$ cat config.mk
export PLATFORM = sky130hd
export DESIGN_NAME = conv_mac_sequencer
export DESIGN_NICKNAME = d
export VERILOG_FILES = /design/src/rtl/conv_pkg.sv /design/src/rtl/conv_flag_delay.sv /design/src/rtl/conv_mac_sequencer.sv
export SDC_FILE = /design/constraint.sdc
export NUM_CORES = 1
export LEC_CHECK = 0
export BUFFER_PORTS_ARGS = -buffer_cell sky130_fd_sc_hd__buf_4
export CAP_MARGIN = 5
export CELL_PAD_IN_SITES_DETAIL_PLACEMENT = 1
export CELL_PAD_IN_SITES_GLOBAL_PLACEMENT = 1
export CORE_ASPECT_RATIO = 0.6
export CORE_UTILIZATION = 42
export CTS_BUF_LIST = sky130_fd_sc_hd__clkbuf_2
export DETAILED_ROUTE_END_ITERATION = 10
export PLACE_DENSITY = 0.83
export REMOVE_ABC_BUFFERS = 1
export SETUP_SLACK_MARGIN = 0.15
export SLEW_MARGIN = 20
export SYNTH_ARGS = -nofsm -noshare
export SYNTH_HDL_FRONTEND = slang
export SYNTH_SLANG_ARGS = --single-unit
$ cat constraint.sdc
create_clock -name clk -period 3.9 [get_ports clk]
set_input_delay 0.39 -clock clk [delete_from_list [all_inputs] [get_ports clk]]
set_output_delay 0.39 -clock clk [all_outputs]
set_load 0.02 [all_outputs]
$ cat src/rtl/conv_pkg.sv
// conv_pkg: shared FSM state type and limits for the
// convolution MAC issue sequencer.
package conv_pkg;

  typedef enum logic [1:0] {
    IDLE,
    ISSUE,
    DRAIN,
    DONE
  } state_t;

  localparam int MAC_LATENCY = 7;
  localparam int KMAX        = 7;

endpackage

$ cat src/rtl/conv_flag_delay.sv
// conv_flag_delay: DEPTH-stage shift of the {nop,last} issue
// flags, aligned with the MAC pipe. Ports: clk, aclr_n, nop_in,
// last_in in; nop_out, last_out out (oldest stage).
module conv_flag_delay #(
  parameter int DEPTH = 7
) (
  input  logic clk,
  input  logic aclr_n,
  input  logic nop_in,
  input  logic last_in,
  output logic nop_out,
  output logic last_out
);

  logic [DEPTH-1:0] nop_sr;
  logic [DEPTH-1:0] last_sr;

  always_ff @(posedge clk) begin
    if (!aclr_n) begin
      nop_sr  <= '1;
      last_sr <= '0;
    end else begin
      nop_sr[0]  <= nop_in;
      last_sr[0] <= last_in;
      for (int i = 1; i < DEPTH; i++) begin
        nop_sr[i]  <= nop_sr[i-1];
        last_sr[i] <= last_sr[i-1];
      end
    end
  end

  assign nop_out  = nop_sr[DEPTH-1];
  assign last_out = last_sr[DEPTH-1];

endmodule

$ cat src/rtl/conv_mac_sequencer.sv
// conv_mac_sequencer: walks output pixels and kernel taps of a
// valid-padding convolution, issuing one operand pair per cycle
// (NOP when src_valid=0), tracks last taps through the MAC
// latency and pulses done after the pipe drains.
// Ports: clk, aclr_n (sync, active-low), start, img_w, img_h,
// ker_k, src_valid in; issue_nop/first/last, pix_addr,
// ker_addr, out_valid, out_index, busy, done, cfg_err out.
module conv_mac_sequencer
  import conv_pkg::*;
#(
  parameter int LATENCY = MAC_LATENCY,
  parameter int ADDR_W  = 12,
  parameter int DIM_W   = 6
) (
  input  logic              clk,
  input  logic              aclr_n,
  input  logic              start,
  input  logic [DIM_W-1:0]  img_w,
  input  logic [DIM_W-1:0]  img_h,
  input  logic [2:0]        ker_k,
  input  logic              src_valid,
  output logic              issue_nop,
  output logic              issue_first,
  output logic              issue_last,
  output logic [ADDR_W-1:0] pix_addr,
  output logic [5:0]        ker_addr,
  output logic              out_valid,
  output logic [ADDR_W-1:0] out_index,
  output logic              busy,
  output logic              done,
  output logic              cfg_err
);

  localparam int CW =
    (LATENCY > 1) ? $clog2(LATENCY) : 1;

  state_t state, state_d;

  logic [DIM_W-1:0]  lim_x, lim_y;
  logic [ADDR_W-1:0] w_a;
  logic [2:0]        km1;

  logic [2:0]        kx, ky, kx_n, ky_n;
  logic [DIM_W-1:0]  ox, oy, ox_n, oy_n;
  // rb = (oy+ky)*W, oyb = oy*W; kept incrementally
  logic [ADDR_W-1:0] rb, oyb, rb_n, oyb_n;
  logic [ADDR_W-1:0] pix_n;
  logic [5:0]        ker_n;
  logic [CW-1:0]     dcnt;

  logic [DIM_W-1:0]  kext;
  logic              cfg_bad;
  logic              fire;
  logic              kx_end, ky_end, ox_end, oy_end;
  logic              tap_end, pix_end;
  logic              dl_nop, dl_last;

  assign kext    = DIM_W'(ker_k);
  assign cfg_bad = (ker_k == 3'd0)
                || (ker_k > 3'(KMAX))
                || (kext > img_w)
                || (kext > img_h);

  assign fire    = (state == ISSUE) && src_valid;
  assign kx_end  = (kx == km1);
  assign ky_end  = (ky == km1);
  assign ox_end  = (ox == lim_x);
  assign oy_end  = (oy == lim_y);
  assign tap_end = kx_end && ky_end;
  assign pix_end = tap_end && ox_end && oy_end;

  assign issue_nop   = !fire;
  assign issue_first = fire && (kx == 3'd0)
                    && (ky == 3'd0);
  assign issue_last  = fire && tap_end;

  assign busy = (state != IDLE);
  assign done = (state == DONE);

  always_ff @(posedge clk) begin
    if (!aclr_n) begin
      state <= IDLE;
    end else begin
      state <= state_d;
    end
  end

  always_comb begin
    state_d = state;
    unique case (state)
      IDLE: begin
        if (start) begin
          state_d = cfg_bad ? DONE : ISSUE;
        end
      end
      ISSUE: begin
        if (fire && pix_end) begin
          state_d = DRAIN;
        end
      end
      DRAIN: begin
        if (dcnt == CW'(LATENCY - 1)) begin
          state_d = DONE;
        end
      end
      DONE: begin
        state_d = IDLE;
      end
      default: begin
        state_d = IDLE;
      end
    endcase
  end

  // tap carry chain: kx -> ky -> ox -> oy
  always_comb begin
    kx_n  = kx;
    ky_n  = ky;
    ox_n  = ox;
    oy_n  = oy;
    rb_n  = rb;
    oyb_n = oyb;
    unique case (1'b1)
      !kx_end: begin
        kx_n = kx + 3'd1;
      end
      kx_end && !ky_end: begin
        kx_n = 3'd0;
        ky_n = ky + 3'd1;
        rb_n = rb + w_a;
      end
      tap_end && !ox_end: begin
        kx_n = 3'd0;
        ky_n = 3'd0;
        ox_n = ox + DIM_W'(1);
        rb_n = oyb;
      end
      default: begin
        kx_n  = 3'd0;
        ky_n  = 3'd0;
        ox_n  = '0;
        oy_n  = oy + DIM_W'(1);
        oyb_n = oyb + w_a;
        rb_n  = oyb + w_a;
      end
    endcase
    pix_n = rb_n
          + ADDR_W'(ox_n)
          + ADDR_W'(kx_n);
    ker_n = tap_end ? 6'd0 : ker_addr + 6'd1;
  end

  always_ff @(posedge clk) begin
    if (!aclr_n) begin
      lim_x     <= '0;
      lim_y     <= '0;
      w_a       <= '0;
      km1       <= '0;
      kx        <= '0;
      ky        <= '0;
      ox        <= '0;
      oy        <= '0;
      rb        <= '0;
      oyb       <= '0;
      pix_addr  <= '0;
      ker_addr  <= '0;
      out_index <= '0;
      cfg_err   <= 1'b0;
      dcnt      <= '0;
    end else begin
      if (state == IDLE && start) begin
        lim_x     <= img_w - kext;
        lim_y     <= img_h - kext;
        w_a       <= ADDR_W'(img_w);
        km1       <= ker_k - 3'd1;
        kx        <= '0;
        ky        <= '0;
        ox        <= '0;
        oy        <= '0;
        rb        <= '0;
        oyb       <= '0;
        pix_addr  <= '0;
        ker_addr  <= '0;
        out_index <= '0;
        cfg_err   <= cfg_bad;
      end else begin
        if (fire) begin
          kx       <= kx_n;
          ky       <= ky_n;
          ox       <= ox_n;
          oy       <= oy_n;
          rb       <= rb_n;
          oyb      <= oyb_n;
          pix_addr <= pix_n;
          ker_addr <= ker_n;
        end
        if (out_valid) begin
          out_index <= out_index + ADDR_W'(1);
        end
      end
      dcnt <= (state == DRAIN) ? dcnt + CW'(1) : '0;
    end
  end

  conv_flag_delay #(
    .DEPTH (LATENCY)
  ) u_dly (
    .clk      (clk),
    .aclr_n   (aclr_n),
    .nop_in   (issue_nop),
    .last_in  (issue_last),
    .nop_out  (dl_nop),
    .last_out (dl_last)
  );

  assign out_valid = dl_last && !dl_nop;

endmodule
==> results.cfg, run 1 <==
[status]
outcome = finished with violations
violations = setup timing

[critical_path]
crit_end = pix_addr[11]
cp.required_ps = 4520
r2r_slack_ps = -220
rr_worst_depth = 20
crit_fanout = 4
cp-start-kind = flop
crit_start = ox[1]
r2r_end = pix_addr[11]
crit_arrival_ps = 4740
critical_path_class = reg2reg
cp-end-kind = flop
r2r-start = ox[1]

[global_route]
grt_start_max_net_pins = 55
grt_pass1_vias = 6443
grt_pass1_wl_mm = 34.9
grt_usage_pct = 28.9
grt-ovfl-total = 0
antenna_found_initial = 1

[layout]
multi_input_area_um2 = 4030
nets = 945
area_growth_pct = 26.0
drive_gt1_share_pct = 24.4
fillCellCount = 1730
design_area_um2 = 7940
post-route-util_pct = 54.4
seq_area_um2 = 2270

[run]
maxCapViolCount = 0

[timing]
slew_violations = 0
min_period_ps = 4120
finalSetupViolations = 6
rsz0062_at_grt = true
tightest_slew_ps = 853
slew_headroom_pct = 42.7
timing.final.crit_share_pct = 106
finalWorstSetupSlack_ps = -218
fin_skew_ps = 45.1
hold_viol = 0
fmaxAchievable_mhz = 243

[clock_network]
insertion_delay_ps = 740
cts_tree = yes
cts-root-buf = clkbuf_2
clk_pin_slew_ps = 250
cts_max_level = 4
clock_path_buffers = 2
clkSinkCount = 113
cts_buffers = 17

[logic_synthesis]
synthAdderAreaFrac_pct = 11.5
synth_common_cells = dfxtp_1 (113), nand2_1 (105), nor2_1 (68)
yosys_warnings = 0
synthArstFlopShare_pct = 0
synth_top_cell_by_area = dfxtp_1
synth-xor-area-share_pct = 9.03
syn-cell-area_um2 = 6300
synth-edff-count = 0
synth.avg_cell_area_um2 = 8.37
yosysSeqAreaShare_pct = 35.9
synthMuxAreaShare_pct = 0.814
yosys.area_share.simple_pct = 21.5
ys_types = 62
synth_seq_cells = 113
synth_flop_cell = dfxtp_1
synth-compound-area-share_pct = 17.1
synth.top_cell.area_share_pct = 35.9
synth.most_common_cell = dfxtp_1
synth_top_family_by_area = simple AND/OR/NAND/NOR gates
netlist_instances = 753
synth.area.top_cells = dfxtp_1 (36%), ha_1 (8.9%), nand2_1 (6.3%), xor2_1 (4.7%), xnor2_1 (4.3%)

[route]
drc_errors = 0
avgRoutedWirePerCell_um = 20.5
avgViaCountPerCell = 5.73
drtIter0Drc = 379
vias = 6220
ant_nets = 0
routed_wl_mm = 22.2
dr.pass1.iters = 5

[floorplanning]
ioPinCount = 56
die_width_um = 160
core_um2 = 14600
std_cell_rows = 34
start_util_pct = 43.2
die_h_um = 96.9
die_area_um2 = 15500

[min_path]
worstHoldPathType = in2reg
hold_path_depth = 4

[place]
dp_hpwl_mm = 14.6
gp_congestion = 0.907
portBuffers = 55
place_area_um2 = 7250

[power]
p_total_w = 0.00433
vdd_drop_max_mv = 0.248
power.leakage_nw = 3.46
cellPowerDensity_nw_per_um2 = 545
[where the power goes]
part           internal, W  switching [W]  leakage [nW]
sequential         0.00126      0.0000955         0.918
combinational     0.000850        0.00131          2.40
clock             0.000251       0.000566         0.143
[critical path, cell delays in order (launching register included)]
cell	delay [ps]
dfxtp_2	380
xor2_1	170
nor4_2	390
and2_4	250
o31ai_2	70
nand2_1	120
o221ai_2	100
buf_4	150
fa_1	460
inv_2	90
ha_4	130
inv_2	30
fa_2	360
nor2b_4	150
o21ai_2	80
a21oi_2	150
o21a_1	150
nor2_2	40
a211o_1	300
nor4_2	340
o31ai_2	110
[cell families (layout without fill, tap and decap cells)]
| group | after synthesis | count (layout) |
|---|---|---|
| multiplexers | 5 | 5 |
| AO/OA/AOI/OAI | 158 | 158 |
| other | 0 | 1 |
| buffers and inverters | 66 | 199 |
| adder cells (fa/ha/maj) | 53 | 53 |
| flip-flops | 113 | 113 |
| AND/OR/NAND/NOR | 293 | 293 |
| XOR/XNOR | 65 | 65 |
[repair_timing]
action / in CTS / in global routing
endpoints found under the hold margin: 7 / 2
setup buffers: 9 / 6
setup endpoints to repair: 7 / 6
resized for setup: 45 / 18
hold buffers: 7 / 1
pin swaps: 14 / 8
gates cloned: 0 / 0
[worst min path at each step]
stage	slack, ps	startpoint	end
floorplan	390	u_dly.nop_sr[0]	u_dly.nop_sr[1]
global placement	390	u_dly.nop_sr[2]	u_dly.nop_sr[3]
detailed placement	400	u_dly.nop_sr[5]	u_dly.nop_sr[6]
CTS	5	img_h[4]	lim_y[4]
global route	10	img_h[4]	lim_y[4]
finish	30	img_h[4]	lim_y[4]
[final cells by class]
| cell class | instances | area share (%) |
|---|---|---|
| Antenna cell | 1 | 0.0315 |
| Tap cell | 198 | 3.12 |
| Multi-Input combinational cell | 574 | 50.7 |
| Timing Repair Buffer | 135 | 13.2 |
| Clock buffer | 17 | 1.07 |
| Sequential cell | 113 | 28.5 |
| Inverter | 32 | 1.51 |
| Clock inverter | 15 | 1.83 |
[routing by layer]
| layer | part of all wire (%) | up-vias | track usage, % |
|---|---|---|---|
| met5 | 0 | - | 0 |
| met4 | 2.8 | 0 | 9.16 |
| met3 | 6.3 | 57 | 6.65 |
| met2 | 47 | 239 | 47.5 |
| met1 | 44 | 3088 | 37.3 |
| li1 | - | 2836 | - |
[sequential cells by signal, indices dropped and copies added, names as in the netlist]
register / flops
dcnt: 3
u_dly.nop_sr: 7
rb: 12
pix_addr: 12
ox: 6
oyb: 12
lim_x: 6
out_index: 12
cfg_err: 1
lim_y: 6
ker_addr: 6
u_dly.last_sr: 7
state: 2
kx: 3
km1: 3
ky: 3
oy: 6
w_a: 6
[through the flow]
step           worst slack [ps]  setup TNS [ps]  cells  hold slack, ps
6_report                   -218            -544   1085            32.1
5_1_grt                    -338           -1250   1085            10.6
4_1_cts                   -57.4           -57.4   1077            5.41
3_5_place_dp               -471           -1510   1029             398
3_3_place_gp               -105            -193   1029             391
2_1_floorplan              -417            -836    719             386
[cells in the final DEF, fill, tap and decap left out, drive strengths merged, types with 3 or more instances in the layout]
cell type	n
nand3	27
a211oi	7
nor2b	11
a21oi	44
buf	127
xor2	34
clkbuf	17
o21a	6
fa	8
nand2	107
dfxtp	113
xnor2	31
o31ai	7
nor3	23
o221ai	3
nor4	7
nand2b	10
and3	15
ha	45
nor2	69
and2	12
mux2i	4
clkinv	5
o21ai	32
or3	5
o211a	15
inv	41
nand4	5
a21boi	9
dlygate4sd3	8
a21o	9
(Power assumes the default switching activity.)
==> run 2, diff against run 1 <==
--- a/config.mk
+++ b/config.mk
@@ -10,10 +10,12 @@
 export CELL_PAD_IN_SITES_DETAIL_PLACEMENT = 1
 export CELL_PAD_IN_SITES_GLOBAL_PLACEMENT = 1
 export CORE_ASPECT_RATIO = 0.6
-export CORE_UTILIZATION = 42
+export CORE_UTILIZATION = 45
 export CTS_BUF_LIST = sky130_fd_sc_hd__clkbuf_2
 export DETAILED_ROUTE_END_ITERATION = 10
-export PLACE_DENSITY = 0.83
+export GPL_ROUTABILITY_DRIVEN = 0
+export GPL_TIMING_DRIVEN = 0
+export PLACE_DENSITY = 0.85
 export REMOVE_ABC_BUFFERS = 1
 export SETUP_SLACK_MARGIN = 0.15
 export SLEW_MARGIN = 20
==> constraint.sdc (replaced) <==
create_clock -name clk -period 5.15 [get_ports clk]
set_input_delay 0.515 -clock clk [delete_from_list [all_inputs] [get_ports clk]]
set_output_delay 0.515 -clock clk [all_outputs]
set_load 0.02 [all_outputs]
==> run 2 against run 1 <==
  * The run now ends clean
  * Largest power group unchanged
  * Worst hold slack gained 19 ps
  * Count of clock-buffer cells in the layout is the same
  * Register-to-register slack gained 650 ps
  * Highest routed layer unchanged
  * Critical path depth fell by 2
  * Power fell by 36%
  * Cell area shrank 10%
==> results.cfg, run 2 (synthesized netlist as in run 1, its figures left out) <==
[status]
outcome = finished, final reports clean

[timing]
finalSetupViolations = 0
whs_ps = 51.1
rsz0062_at_grt = false
min_period_ps = 4710
hold_viol = 0
fin_skew_ps = 49.4
fmaxAchievable_mhz = 212
timing.final.crit_share_pct = 91.5
slew_violations = 0
finalWorstSetupSlack_ps = 436
slew_headroom_pct = 39.8
tightest_slew_ps = 897

[global_route]
use_met1_pct = 32.5
grt_pass1_wl_mm = 29.5
grtUsageMet2_pct = 45.4
use_met3_pct = 4.57
grt_pass1_vias = 6024
grt.busiest_layer = met2
antenna_found_initial = 0
grt_usage_pct = 26.1
grt-ovfl-total = 0
grt_start_max_net_pins = 42

[critical_path]
cpPeakStageDelay_ps = 470
path_cells = xnor2_1, nand3_4, nor2_4, nand2_1, o221ai_2, fa_1, inv_1, ha_1, inv_1, fa_1, nor2b_1, o21ai_0, a21oi_1, o21a_1, nor2_1, a211o_1, o31a_1, o31ai_1
cp.required_ps = 5780
r2r-start = kx[2]
crit_arrival_ps = 5340
crit_start = kx[2]
critical_path_class = reg2reg
critPathSlowestCell = fa_1
cp-start-kind = flop
crit_fanout = 11
cp-end-kind = flop
rr_worst_depth = 18

[layout]
final_cell_mix = dfxtp_1 (113), nand2_1 (103), nor2_1 (67), buf_4 (57), ha_1 (45)
area_growth_pct = 12.9
instances_no_fill = 1001
nets = 868
post-route-util_pct = 52.1
antenna_cells = 0
layout_commonest_cell = dfxtp_1
design_area_um2 = 7120
drive_gt1_share_pct = 14.0

[power]
vdd_drop_max_mv = 0.181
total_switching_power_w = 0.00128
internal-power_w = 0.00149
switching_share_pct = 46.2
power.leakage_nw = 3.05
cellPowerDensity_nw_per_um2 = 390
p_comb_share_pct = 43.9
seq_power_share_pct = 37.0
p_clk_share_pct = 19.1

[run]
maxCapViolCount = 0

[floorplanning]
std_cell_rows = 33
start_util_pct = 46.1
core_um2 = 13700
die_h_um = 93.7
die_width_um = 155
ioPinCount = 56
die_area_um2 = 14500

[route]
routed_wl_mm = 17.7
avgViaCountPerCell = 5.57
drtIter0Drc = 302
dr.pass1.iters = 5
ant_nets = 0
vias = 5578
avgRoutedWirePerCell_um = 17.7
drc_errors = 0

[clock_network]
cts_tree = yes
cts_max_level = 4
cts_buffers = 17
cts-root-buf = clkbuf_2
clkSinkCount = 113
clock_path_buffers = 2
clk_pin_slew_ps = 220
cts.hold.buffers_added = 0
insertion_delay_ps = 720

[min_path]
hold_path_depth = 3
worstHoldStart = img_w[4]
worstHoldPathType = in2reg

[place]
dpl.cell_count = 967
dp_hpwl_mm = 13.0
portBuffers = 55
place_ws_ps = -537
place_area_um2 = 6840
[run 2: changes by cell type in the layout (fill, tap and decap cells not counted), moves of 5 or more]
cell / previous run / this run
fa_1: 3 / 8
buf_4: 123 / 57
fa_2: 5 / 0
dlygate4sd3_1: 8 / 0
a21oi_2: 6 / 0
ha_1: 40 / 45
ha_4: 5 / 0
a21oi_1: 38 / 44
[run 2: final cells by class]
| type | count | area (um2) |
|---|---|---|
| multi-input cells | 574 | 3860 |
| clock buffers | 17 | 85.1 |
| fillers | 1639 | 6550 |
| clock inverters | 15 | 109 |
| well taps | 192 | 240 |
| inverters | 32 | 120 |
| repair buffers | 58 | 448 |
| flip-flops and latches | 113 | 2260 |
[run 2: repair_timing]
item,in CTS,in global routing
pin swaps,1,1
setup buffers,0,2
endpoints found under the setup margin,7,4
hold endpoints to repair,0,0
gates resized for setup,7,9
[run 2: worst paths after layout]
| path | slack [ps] | to |
|---|---|---|
| setup / recovery | 440 | pix_addr[11] |
| hold / removal | 50 | w_a[4] |
| setup reg to reg | 440 | pix_addr[11] |
| hold reg to reg | 430 | u_dly.nop_sr[2] |
[run 2: worst max-delay path, delay by kind of cell, from the launching register on]
family	cells	cell delay (ps)
adder cells (fa/ha/maj)	3	1020
AND/OR/NAND/NOR	5	1080
XOR/XNOR	1	360
buffers and inverters	2	130
AO/OA/AOI/OAI	7	1630
flip-flops	1	410
[run 2: metal layers]
metal	wire, um	up-vias
li1	-	2682
met1	8260	2744
met2	8290	115
met3	825	37
met4	354	0
met5	0	-
[run 2: power groups by stage]
stage                     combinational [W]  clock, W  sequential [W]
after floorplan                    0.000748         0         0.00103
after global placement              0.00107         0         0.00103
after detailed placement            0.00113         0         0.00104
after CTS                           0.00116  0.000547         0.00102
after global routing                0.00133  0.000591         0.00104
final                               0.00122  0.000531         0.00103
[run 2: stage by stage]
stage,power (W),setup TNS [ps]
floorplan,0.00178,0
global placement,0.00210,-512
detailed placement,0.00218,-1480
CTS,0.00273,0
global route,0.00296,0
finish,0.00277,0
==> run 3, diff against run 2 <==
--- a/config.mk
+++ b/config.mk
@@ -5,6 +5,7 @@
 export SDC_FILE = /design/constraint.sdc
 export NUM_CORES = 1
 export LEC_CHECK = 0
+export ABC_AREA = 1
 export BUFFER_PORTS_ARGS = -buffer_cell sky130_fd_sc_hd__buf_4
 export CAP_MARGIN = 5
 export CELL_PAD_IN_SITES_DETAIL_PLACEMENT = 1
@@ -14,8 +15,7 @@
 export CTS_BUF_LIST = sky130_fd_sc_hd__clkbuf_2
 export DETAILED_ROUTE_END_ITERATION = 10
 export GPL_ROUTABILITY_DRIVEN = 0
-export GPL_TIMING_DRIVEN = 0
-export PLACE_DENSITY = 0.85
+export PLACE_DENSITY = 0.87
 export REMOVE_ABC_BUFFERS = 1
 export SETUP_SLACK_MARGIN = 0.15
 export SLEW_MARGIN = 20
==> run 3 against run 2 <==
  * Count of clock-buffer cells in the layout unchanged
  * Worst setup slack better by 170 ps
  * Critical path type unchanged
  * Clock power grew 18%
  * Sequential power about the same
  * Final cell count is 16% higher
  * Critical path depth is 5 higher
  * Clock skew is 9.5 ps lower
  * Via count grew 12%
  * First-iteration DRC count rose by 39%
  * Cell area up 3.3%
  * Register-to-register slack improved by 170 ps
  * Global-route usage is 2.3 points higher
==> results.cfg, run 3 <==
[critical_path]
critical_path_class = reg2reg
r2r_slack_ps = 610
cpPeakStageDelay_ps = 530
crit_start = kx[0]
critPathSlowestCell = fa_1
r2r-start = kx[0]
rr_worst_depth = 23
cp-end-kind = flop
cp.required_ps = 5810
r2r_end = pix_addr[9]
cp-start-kind = flop
crit_end = pix_addr[9]
crit_arrival_ps = 5200
path_cells = inv_1, nand2_1, nand2_1, nand2_1, nor2_2, nand2_2, nor2_4, inv_2, nor2_1, a211oi_1, fa_1, inv_1, ha_1, inv_1, fa_1, o21ai_0, a21oi_1, o21ai_0, nand3_1, o21ai_0, nand3_1, nand2_1, inv_1
crit_fanout = 12

[power]
seq_power_share_pct = 36.5
p_clk_share_pct = 21.6
switching_share_pct = 47.6
internal-power_w = 0.00152
p_comb_share_pct = 41.9
power.leakage_nw = 3.51
vdd_drop_max_mv = 0.188
p_total_w = 0.00290
cellPowerDensity_nw_per_um2 = 395
total_switching_power_w = 0.00138

[global_route]
grt_start_max_net_pins = 38
grt_usage_pct = 28.4
grt-ovfl-total = 0
grt_pass1_wl_mm = 32.3
antenna_found_initial = 0
grt_pass1_vias = 6124

[floorplanning]
std_cell_rows = 33
ioPinCount = 56
core_um2 = 13900
die_area_um2 = 15000
start_util_pct = 46.9
die_h_um = 95.3
die_width_um = 157

[logic_synthesis]
synthArstFlopShare_pct = 0
synth-edff-count = 0
netlist_instances = 899
synth_flop_cell = dfxtp_1
syn-cell-area_um2 = 6520
synth_top_cell_by_area = dfxtp_1
synth.most_common_cell = nand2_1
synth_common_cells = nand2_1 (189), inv_1 (133), dfxtp_1 (113)
synth_top_family_by_area = simple AND/OR/NAND/NOR gates
synth_seq_cells = 113
synthMuxAreaShare_pct = 0
ys_types = 50
synth.area.top_cells = dfxtp_1 (35%), nand2_1 (11%), ha_1 (8.6%), inv_1 (7.7%), nor2_1 (4.8%)
synth-xor-area-share_pct = 3.99
synth.avg_cell_area_um2 = 7.26
synthAdderAreaFrac_pct = 11.1
synth-compound-area-share_pct = 14.7
synth.top_cell.area_share_pct = 34.7
yosys.area_share.simple_pct = 26.2
yosysSeqAreaShare_pct = 34.7
yosys_warnings = 0

[place]
dp_hpwl_mm = 14.8
portBuffers = 55
place_ws_ps = 757

[timing]
timing.setup.tns_ps = 0
hold_viol = 0
fmaxAchievable_mhz = 220
slew_headroom_pct = 44.9
finalWorstSetupSlack_ps = 605
slew_violations = 0
tightest_slew_ps = 826
rsz0062_at_grt = false
finalSetupViolations = 0
fin_skew_ps = 39.8
min_period_ps = 4540
timing.final.crit_share_pct = 88.2

[status]
outcome = finished, final reports clean

[clock_network]
cts_max_level = 4
insertion_delay_ps = 740
clk_pin_slew_ps = 230
cts_tree = yes
clock_path_buffers = 2
postCtsSetupBuffers = 0
clkSinkCount = 113
cts-root-buf = clkbuf_2
cts_buffers = 17
cts.hold.buffers_added = 1
cts_resized = 0

[layout]
final_cell_mix = nand2_1 (189), inv_1 (133), dfxtp_1 (113), nor2_1 (82), buf_4 (58)
area_growth_pct = 12.8
antenna_cells = 0
fillCellCount = 1850
layout_commonest_cell = nand2_1
drive_gt1_share_pct = 13.1
nets = 1028

[route]
drc_errors = 0
ant_nets = 0
vias = 6251
dr.pass1.iters = 5
avgRoutedWirePerCell_um = 17.3
drtIter0Drc = 419
avgViaCountPerCell = 5.38
routed_wl_mm = 20.1

[min_path]
worstHoldPathType = in2reg
hold_path_depth = 4

[run]
maxCapViolCount = 0
==> run 3: changes by cell type after synthesis, sizes merged, moves of 21 or more <==
cell | before | now
inv | 32 | 137
xnor2 | 31 | 10
nand3 | 27 | 59
o21ai | 32 | 62
nand2 | 107 | 193
nor2 | 69 | 91
==> run 3: kinds of logic after synthesis <==
logic type	count (synthesis)
compound gates	168
buf+inv	159
fa+ha+maj	53
flops	113
xor+xnor	28
simple gates	378
==> run 3: routing by layer <==
metal	track usage, %	wire length (um)	part of all wire (%)	vias to the layer above
met3	7.14	1320	6.6	28
met1	39.5	10100	51	3013
met4	8.66	305	1.5	0
met2	43.2	8290	41	170
met5	0	0	0	-
li1	-	-	-	3040
==> run 3: through the flow <==
stage	cells	cell area, um2	hold slack, ps	utilization, %
2_1_floorplan	878	6430	390	-
3_3_place_gp	1128	7110	395	51.1
3_5_place_dp	1128	7110	402	51.1
4_1_cts	1161	7360	18.5	52.9
5_1_grt	1161	7360	38.1	52.9
6_report	1161	7360	37.9	52.9
==> run 3: critical path, delay by kind of cell (launching register included) <==
kind / cells / cell delay [ps]
DFF: 1 / 470
adders and majority gates: 3 / 1110
AOI/OAI and AO/OA: 5 / 1400
and+or+nand+nor: 10 / 1070
buffers and inverters: 5 / 420
==> run 3: final cells by class <==
class	count	area, um2	share of cell area, %
well taps	192	240	3.27
clock inverters	15	151	2.06
repair buffers	59	445	6.06
inverters	138	520	7.08
clock buffers	17	85.1	1.16
flip-flops and latches	113	2260	30.8
multi-input cells	627	3650	49.6
==> run 3: how the worst min path moves through the flow <==
stage	start	endpoint	slack, ps
6_report	img_h[3]	lim_y[3]	40
5_1_grt	img_h[3]	lim_y[3]	40
4_1_cts	img_h[3]	lim_y[3]	20
3_5_place_dp	u_dly.nop_sr[3]	u_dly.nop_sr[4]	400
3_3_place_gp	u_dly.last_sr[0]	u_dly.last_sr[1]	400
2_1_floorplan	u_dly.last_sr[0]	u_dly.last_sr[1]	390
==> run 3: power groups by stage <==
stage                     clock network [W]  logic (W)  registers, W
final                              0.000627    0.00122       0.00106
after CTS                          0.000628    0.00120       0.00106
after detailed placement                  0    0.00118       0.00107
after global routing               0.000669    0.00133       0.00107
after floorplan                           0   0.000804       0.00106
after global placement                    0    0.00115       0.00107
